==> src/rtl/stick_encoder.sv <==
// Joystick front end: 2-flop sync, 5-bit debounce, priority encode, one strobe per press.
// Optional auto-repeat of direction codes when STICK_AUTOREPEAT_EN is defined.
module stick_encoder #(
  parameter int DEBOUNCE_CYCLES = 16,
  parameter int REPEAT_DELAY    = 2000,
  parameter int REPEAT_PERIOD   = 500
) (
  input  logic       clk,
  input  logic       rst_n,
  input  logic       btn_up,
  input  logic       btn_down,
  input  logic       btn_left,
  input  logic       btn_right,
  input  logic       btn_press,
  output logic       stick_en,
  output logic [2:0] stick_direction,
  output logic       stick_held
);

  localparam int CW = $clog2(DEBOUNCE_CYCLES);
  localparam logic [CW-1:0] CNT_MAX = CW'(DEBOUNCE_CYCLES - 1);

  typedef enum logic {IDLE, HELD} state_t;

  logic [4:0]    raw, sync1, sync2, cand, deb;
  logic [CW-1:0] cnt;
  logic [2:0]    code;
  state_t        state;

  // Bit order matches priority: press, up, down, left, right.
  assign raw = {btn_press, btn_up, btn_down, btn_left, btn_right};

  always_ff @(posedge clk or negedge rst_n) begin
    if (!rst_n) begin
      sync1 <= '0;
      sync2 <= '0;
      cand  <= '0;
      cnt   <= '0;
      deb   <= '0;
    end else begin
      sync1 <= raw;
      sync2 <= sync1;
      if (sync2 != cand) begin
        cand <= sync2;
        cnt  <= '0;
      end else if (cnt == CNT_MAX) begin
        deb <= cand;
      end else begin
        cnt <= cnt + 1'b1;
      end
    end
  end

  always_comb begin
    code = '1;
    if (deb[4])      code = 3'b100;
    else if (deb[3]) code = 3'b000;
    else if (deb[2]) code = 3'b001;
    else if (deb[1]) code = 3'b010;
    else if (deb[0]) code = 3'b011;
  end

`ifdef STICK_AUTOREPEAT_EN
  localparam int RMAX = (REPEAT_DELAY > REPEAT_PERIOD) ? REPEAT_DELAY : REPEAT_PERIOD;
  localparam int RW   = $clog2(RMAX);
  localparam logic [RW-1:0] DLY_MAX = RW'(REPEAT_DELAY - 1);
  localparam logic [RW-1:0] PER_MAX = RW'(REPEAT_PERIOD - 1);

  logic [RW-1:0] rpt_cnt;
  logic          rpt_first, rpt_on;
  logic [4:0]    held_vec;
`endif

  always_ff @(posedge clk or negedge rst_n) begin
    if (!rst_n) begin
      state           <= IDLE;
      stick_en        <= 1'b0;
      stick_direction <= '1;
      stick_held      <= 1'b0;
`ifdef STICK_AUTOREPEAT_EN
      rpt_cnt   <= '0;
      rpt_first <= 1'b0;
      rpt_on    <= 1'b0;
      held_vec  <= '0;
`endif
    end else begin
      stick_en <= 1'b0;
      case (state)
        IDLE: begin
          if (deb != '0) begin
            stick_en        <= 1'b1;
            stick_direction <= code;
            stick_held      <= 1'b1;
            state           <= HELD;
`ifdef STICK_AUTOREPEAT_EN
            rpt_cnt   <= '0;
            rpt_first <= 1'b1;
            rpt_on    <= (code != 3'b100);
            held_vec  <= deb;
`endif
          end
        end
        HELD: begin
          if (deb == '0) begin
            stick_direction <= '1;
            stick_held      <= 1'b0;
            state           <= IDLE;
`ifdef STICK_AUTOREPEAT_EN
            rpt_cnt <= '0;
            rpt_on  <= 1'b0;
          end else if (deb != held_vec) begin
            // Any change of the held combination latches repeat off until release.
            rpt_cnt <= '0;
            rpt_on  <= 1'b0;
          end else if (rpt_on) begin
            if (rpt_cnt == (rpt_first ? DLY_MAX : PER_MAX)) begin
              stick_en  <= 1'b1;
              rpt_cnt   <= '0;
              rpt_first <= 1'b0;
            end else begin
              rpt_cnt <= rpt_cnt + 1'b1;
            end
`endif
          end
        end
        default: state <= IDLE;
      endcase
    end
  end

endmodule

==> config.mk <==
export PLATFORM = sky130hd
export DESIGN_NAME = stick_encoder
export DESIGN_NICKNAME = d
export VERILOG_FILES = /design/src/rtl/stick_encoder.sv
export SDC_FILE = /design/constraint.sdc
export NUM_CORES = 1
export LEC_CHECK = 0
export BUFFER_PORTS_ARGS = -buffer_cell sky130_fd_sc_hd__buf_2
export CELL_PAD_IN_SITES_DETAIL_PLACEMENT = 1
export CELL_PAD_IN_SITES_GLOBAL_PLACEMENT = 2
export CORE_ASPECT_RATIO = 1.2
export CORE_MARGIN = 2
export CORE_UTILIZATION = 41
export DETAILED_ROUTE_END_ITERATION = 12
export PLACE_DENSITY_LB_ADDON = 0.1
export SYNTH_ARGS = -nofsm -noshare
export SYNTH_HDL_FRONTEND = slang
export SYNTH_SLANG_ARGS = --single-unit
==> constraint.sdc <==
create_clock -name clk -period 3.9 [get_ports clk]
set_clock_uncertainty 0.15 [all_clocks]
set_input_delay 0.78 -clock clk [delete_from_list [all_inputs] [get_ports clk]]
set_output_delay 0.78 -clock clk [all_outputs]
set_load 0.01 [all_outputs]
==> impl_metrics.py, run 1 <==
metrics = {
    "logic_synthesis": {
        "yosysMostFrequentCell": "dfrtp_1",
        "synthTopCellsByArea": "dfrtp_1 (60%), dfstp_2 (7.0%), mux2_1 (4.0%), ha_1 (3.3%), xor2_1 (3.1%)",
        "ys_ff_latch": 30,
        "yosys.area.top_type_share": 0.596,
        "synth_edf_count": 0,
        "syn_inst": 87,
        "ys_types": 23,
        "syn_nets": 97,
        "yosysWarnings": 0,
        "synth_area_sq_um": 1130,
        "ys_seq_area_frac": 0.666,
        "synth_commonest_cells": "dfrtp_1 (27), nand2_1 (9), nor2_1 (7)",
        "synth_area_per_cell_sq_um": 13.0,
        "yosysTopAreaCell": "dfrtp_1",
        "ys.flop_type": "dfrtp_1",
        "synthArstFlopShare": 1.00,
    },
    "timing": {
        "fin_crit_sh": 0.489,
        "finalHoldViolCount": 0,
        "tightest_slew_ns": 0.642,
        "whs_ns": 0.204,
        "tns_ns": 0,
        "period_needed_ns": 1.91,
        "maxSlewHeadroom": 0.572,
        "slew_viol_final": 0,
        "grt_setup_unrepaired": "no",
        "setup_violations": 0,
        "fmax_mhz": 524,
    },
    "critical_path": {
        "cp.arrival_ns": 0.98,
        "critPathSlowestCell": "dfstp_2",
        "rrSetupSlack_ns": 2.16,
        "path_delay_family": "flip-flops",
        "slowest_delay_ns": 0.54,
        "r2r_start": "cnt[0]",
        "critPathRequiredTime_ns": 2.97,
        "path_cells": "buf_2",
        "crit_fanout": 2,
        "cp-end-kind": "output pin",
        "startpoint_type": "flip-flop",
        "worst-path-buf-inv": 1,
        "rr_worst_depth": 4,
        "r2r_end": "deb[3]",
        "crit_type": "reg2out",
    },
    "pwr": {
        "p_leak_uw": 0.000643,
        "vdd_drop_max_mv": 0.270,
        "p_total_uw": 567,
        "power.density_nw_per_um2": 439,
    },
    "placed_design": {
        "placed_area_sq_um": 1210,
        "gp_congestion": 0.676,
        "portBuffers": 11,
        "place_hpwl_um": 1200,
    },
    "route": {
        "wire_per_inst_um": 12.7,
        "first_iter_violations": 8,
        "wl_um": 1710,
        "via_count": 669,
        "ant_nets": 0,
        "vias_per_cell": 4.99,
        "first_pass_iters": 4,
        "drc": 0,
    },
    "cells_and_area": {
        "finalInstanceArea_sq_um": 1290,
        "drive_above_1_share": 0.248,
        "area_growth_pct": 13.8,
        "nNetsFinal": 110,
        "diodes": 0,
    },
    "min_path": {
        "min_path_type": "reg2reg",
        "min_path_cells": 0,
        "hold_end": "sync2[4]",
        "min_from": "sync1[4]",
    },
    "grt": {
        "grt_overflow_total": 0,
        "grt_pass1_vias": 695,
        "grt_pass1_wl_um": 2960,
        "grt_usage": 0.136,
        "antenna_found_initial": 0,
        "grt_max_degree": 31,
    },
    "clocking": {
        "clock-sinks": 30,
        "cts_setup_buffers": 0,
        "hold_buffers": 0,
        "htreeDepth": 2,
        "cts_buffers": 5,
        "path_clk_slew_ns": 0.09,
        "cts_buffer_depth": 2,
        "root_buffer": "clkbuf_4",
        "post_cts_resize_count": 0,
        "cts_tree": "built",
        "clk_latency_ns": 0.32,
    },
    "floorplan": {
        "pin_count": 12,
        "row_count": 20,
        "start_util": 0.440,
        "core_sq_um": 2580,
        "die_x_um": 52,
        "dieHeight_um": 61.6,
        "die-area_sq_um": 3200,
    },
    "job": {
        "drv_cap": 0,
    },
    "status": {
        "outcome": "finished clean",
    },
}
[flip-flops by register name, summed over array words and instances (netlist names)]
name	flops
stick_direction	3
cand	5
sync1	5
stick_held	1
deb	5
stick_en	1
state	1
cnt	4
sync2	5
[power by group]
| group | internal [uW] | leakage, uW | total, uW | switching [uW] |
|---|---|---|---|---|
| clock | 123 | 0.0000446 | 224 | 101 |
| sequential | 319 | 0.000373 | 324 | 4.82 |
| combinational | 6.26 | 0.000225 | 18.8 | 12.6 |
[placed cells by master (no fill, tap or decap), drive strengths merged, types with 3 or more instances in the layout]
master | Yosys | layout
dfrtp | 27 | 27
buf | 0 | 11
nand2 | 9 | 9
clkbuf | 5 | 8
nor2 | 7 | 7
nor3 | 5 | 5
o21ai | 4 | 4
xor2 | 4 | 4
mux2 | 4 | 4
ha | 3 | 3
dfstp | 3 | 3
[per-stage QoR]
step,util,setup slack [ns],std cells
after floorplan,-,2.26,87
final,0.500,1.99,134
after CTS,0.500,1.97,134
after detailed placement,0.470,2.15,126
after global placement,0.470,2.18,126
after global routing,0.500,1.94,134
[routing by layer]
layer  share of wire  GRT usage
met1            0.39      0.128
met2            0.51      0.233
met3           0.072     0.0728
met4           0.024     0.0789
met5               0          0
[final cells by class]
class	instances	area, sq um
sequential	30	754
multi-input combinational	51	357
tap	33	41.3
timing repair buffer	11	55.1
clock buffer	8	78.8
fill	277	1290
inverter	1	3.75
[how the worst max path moves through the flow]
stage	from	to	slack, ns	depth (start not counted)
2_1_floorplan	cand[3]	deb[1]	2.26	4
3_3_place_gp	cnt[0]	deb[3]	2.18	4
3_5_place_dp	cnt[0]	deb[3]	2.15	4
4_1_cts	stick_direction[2]	stick_direction[2]	1.97	1
5_1_grt	stick_direction[1]	stick_direction[1]	1.94	1
6_report	stick_direction[1]	stick_direction[1]	1.99	1
[kinds of logic (layout without fill, tap and decap cells)]
kind of cell	count (synthesis)	in the layout	share of synthesized area
and+or+nand+nor	29	29	0.144
DFF	30	30	0.666
xor gates and xnor gates	6	6	0.0464
buffers and inverters	6	20	0.0199
adders and majority gates	3	3	0.0331
muxes	6	6	0.0574
AOI/OAI and AO/OA	7	7	0.0342
No activity file was read; power rests on OpenSTA's default activity.
==> run 2: changes to the inputs <==
--- a/config.mk
+++ b/config.mk
@@ -5,12 +5,13 @@
 export SDC_FILE = /design/constraint.sdc
 export NUM_CORES = 1
 export LEC_CHECK = 0
+export ABC_AREA = 1
 export BUFFER_PORTS_ARGS = -buffer_cell sky130_fd_sc_hd__buf_2
 export CELL_PAD_IN_SITES_DETAIL_PLACEMENT = 1
 export CELL_PAD_IN_SITES_GLOBAL_PLACEMENT = 2
 export CORE_ASPECT_RATIO = 1.2
 export CORE_MARGIN = 2
-export CORE_UTILIZATION = 41
+export CORE_UTILIZATION = 36
 export DETAILED_ROUTE_END_ITERATION = 12
 export PLACE_DENSITY_LB_ADDON = 0.1
 export SYNTH_ARGS = -nofsm -noshare
==> constraint.sdc (replaced) <==
create_clock -name clk -period 2 [get_ports clk]
set_clock_uncertainty 0.15 [all_clocks]
set_input_delay 0.4 -clock clk [delete_from_list [all_inputs] [get_ports clk]]
set_output_delay 0.4 -clock clk [all_outputs]
set_load 0.01 [all_outputs]
==> run 2 against run 1 <==
  * The run now ends with negative hold slack left
  * Utilization down 7.5 points
  * Total power up 110%
  * Sequential cell count unchanged
  * Routed wire length up 26%
  * Non-clock buffer count unchanged
  * Sequential power up 96%
  * Largest cell class unchanged
  * Largest power group unchanged
==> impl_metrics.py, run 2 <==
metrics = {
    "logic_synthesis": {
        "synth_top_family_by_area": "simple AND/OR/NAND/NOR gates",
        "synthArstFlopShare": 1.00,
        "ys_types": 22,
        "ys_ff_latch": 30,
        "synth_compound_area_frac": 0.0392,
        "yosys.area.top_type_share": 0.542,
        "synth_adder_area_share": 0.0301,
        "syn_nets": 135,
        "ys_seq_area_frac": 0.605,
        "synth_commonest_cells": "nand2_1 (29), dfrtp_1 (27), inv_1 (16)",
        "synth-simple-area-share": 0.245,
        "ys.flop_type": "dfrtp_1",
        "yosysTopAreaCell": "dfrtp_1",
        "synth_edf_count": 0,
        "synth_area_sq_um": 1250,
        "yosysWarnings": 0,
        "yosys.area_share.xor_xnor": 0.0141,
        "yosysMostFrequentCell": "nand2_1",
        "synth_area_per_cell_sq_um": 9.97,
        "synthTopCellsByArea": "dfrtp_1 (54%), nand2_1 (8.7%), dfstp_2 (6.3%), inv_1 (4.8%), nor2_1 (3.6%)",
        "synthMuxAreaShare": 0,
        "syn_inst": 125,
    },
    "status": {
        "outcome": "finished with violations",
        "violations": "negative hold slack",
    },
    "cells_and_area": {
        "multi_input_area_sq_um": 409,
        "drive_above_1_share": 0.259,
        "finalInstanceArea_sq_um": 1420,
        "diodes": 0,
        "final_cell_mix": "nand2_1 (29), dfrtp_1 (27), inv_1 (16), nor2_1 (12), buf_2 (11)",
        "nNetsFinal": 148,
        "fillers": 388,
        "final_common_cell": "nand2_1",
        "regArea_sq_um": 754,
        "area_growth_pct": 14.0,
    },
    "timing": {
        "fin_crit_sh": 0.800,
        "whs_ns": -0.00378,
        "period_needed_ns": 1.60,
        "grt_setup_unrepaired": "no",
        "setup_violations": 0,
        "finalHoldViolCount": 10,
        "tns_ns": 0,
        "maxSlewHeadroom": 0.555,
        "fmax_mhz": 625,
        "slew_viol_final": 0,
        "tightest_slew_ns": 0.668,
    },
    "critical_path": {
        "cp.arrival_ns": 1.66,
        "path_common_cell": "nor2_1",
        "critPathRequiredTime_ns": 2.06,
        "critPathSlowestCell": "dfrtp_1",
        "path_cells": "nor2_1 -> nand3_1 -> ha_1 -> nor2_1 -> a31oi_1",
        "startpoint_type": "flip-flop",
        "cp-end-kind": "flip-flop",
        "crit_fanout": 4,
        "crit_type": "reg2reg",
        "slowest_delay_ns": 0.40,
        "rrSetupSlack_ns": 0.40,
    },
    "route": {
        "vias_per_cell": 4.68,
        "ant_nets": 0,
        "via_count": 824,
        "wire_per_inst_um": 12.2,
        "first_iter_violations": 18,
        "drc": 0,
        "wl_um": 2160,
        "first_pass_iters": 2,
    },
    "clocking": {
        "hold_buffers": 0,
        "post_cts_resize_count": 0,
        "cts_buffers": 5,
        "cts_buffer_depth": 2,
        "root_buffer": "clkbuf_8",
        "path_clk_slew_ns": 0.06,
        "clk_latency_ns": 0.28,
        "cts_setup_buffers": 0,
        "clock-sinks": 30,
        "htreeDepth": 2,
        "cts_tree": "built",
    },
    "placed_design": {
        "place_hpwl_um": 1540,
        "placed_area_sq_um": 1330,
        "gp_congestion": 0.744,
        "portBuffers": 11,
    },
    "grt": {
        "grt_usage": 0.135,
        "grt_overflow_total": 0,
        "antenna_found_initial": 0,
        "grt_max_degree": 31,
        "grt_pass1_vias": 867,
        "grt_pass1_wl_um": 3740,
    },
    "floorplan": {
        "pin_count": 12,
        "die_x_um": 57.7,
        "start_util": 0.373,
        "dieHeight_um": 68.5,
        "core_sq_um": 3340,
        "row_count": 23,
        "die-area_sq_um": 3950,
    },
    "job": {
        "drv_cap": 0,
    },
    "pwr": {
        "p_total_uw": 1190,
        "vdd_drop_max_mv": 0.453,
        "p_leak_uw": 0.000762,
        "power.density_nw_per_um2": 836,
    },
    "min_path": {
        "min_path_type": "in2async",
    },
}
==> run 2: cell count changes in the layout (fill, tap and decap cells not counted), moves of 4 or more <==
cell	delta
clkbuf_4	-5
inv_1	+15
mux2_1	-4
nand2_1	+20
nand3_1	+5
nor2_1	+5
nor3_1	-5
==> run 2: area by class of cell <==
class,instances,area share
clock inverter,1,0.00352
timing repair buffer,11,0.0388
sequential,30,0.531
inverter,17,0.0449
multi-input combinational,73,0.288
tap,37,0.0326
clock buffer,7,0.0608
==> run 2: critical path, delay by kind of cell, from the launching register on <==
| family | cells | cell delay (ns) |
|---|---|---|
| fa+ha+maj | 1 | 0.35 |
| flops | 1 | 0.40 |
| simple gates | 3 | 0.52 |
| compound gates | 1 | 0.11 |
==> run 2: through the flow <==
| stage | instances | setup slack [ns] | util | hold WS [ns] |
|---|---|---|---|---|
| finish | 176 | 0.400 | 0.425 | -0.00378 |
| global route | 176 | 0.290 | 0.425 | 0.0423 |
| CTS | 176 | 0.372 | 0.425 | 0.0294 |
| detailed placement | 168 | 0.383 | 0.398 | 0.186 |
| global placement | 168 | 0.465 | 0.398 | 0.183 |
| floorplan | 125 | 0.569 | - | -0.0456 |
==> run 2: cell families (layout without fill, tap and decap cells) <==
family / count (synthesis) / count (layout)
AND/OR/NAND/NOR: 60 / 60
adder cells (fa/ha/maj): 3 / 3
XOR/XNOR: 2 / 2
flip-flops: 30 / 30
AO/OA/AOI/OAI: 8 / 8
buffers and inverters: 22 / 36
==> run 2: where the power goes <==
part	switching, uW	leakage (uW)	internal (uW)	total (uW)
clock network	223	0.0000482	277	500
registers	10.2	0.000373	623	634
logic	37.6	0.000340	15.8	53.5
total	271	0.000762	916	1190
==> run 2: per-layer routing <==
layer | GRT usage | routed length [um] | vias to the layer above
met5 | 0 | 0 | -
met4 | 0.0872 | 61 | 0
met3 | 0.0567 | 104 | 5
met2 | 0.227 | 1120 | 17
met1 | 0.139 | 873 | 392
li1 | - | - | 410
==> run 2: final timing paths <==
check,startpoint,endpoint,cells past startpoint
max,deb[3],stick_direction[2],5
min,rst_n,stick_en,1
max reg2reg,deb[3],stick_direction[2],5
min reg2reg,sync1[1],sync2[1],0
max in group asynchronous,rst_n,sync2[1],1
min in group clk,btn_press,sync1[4],1
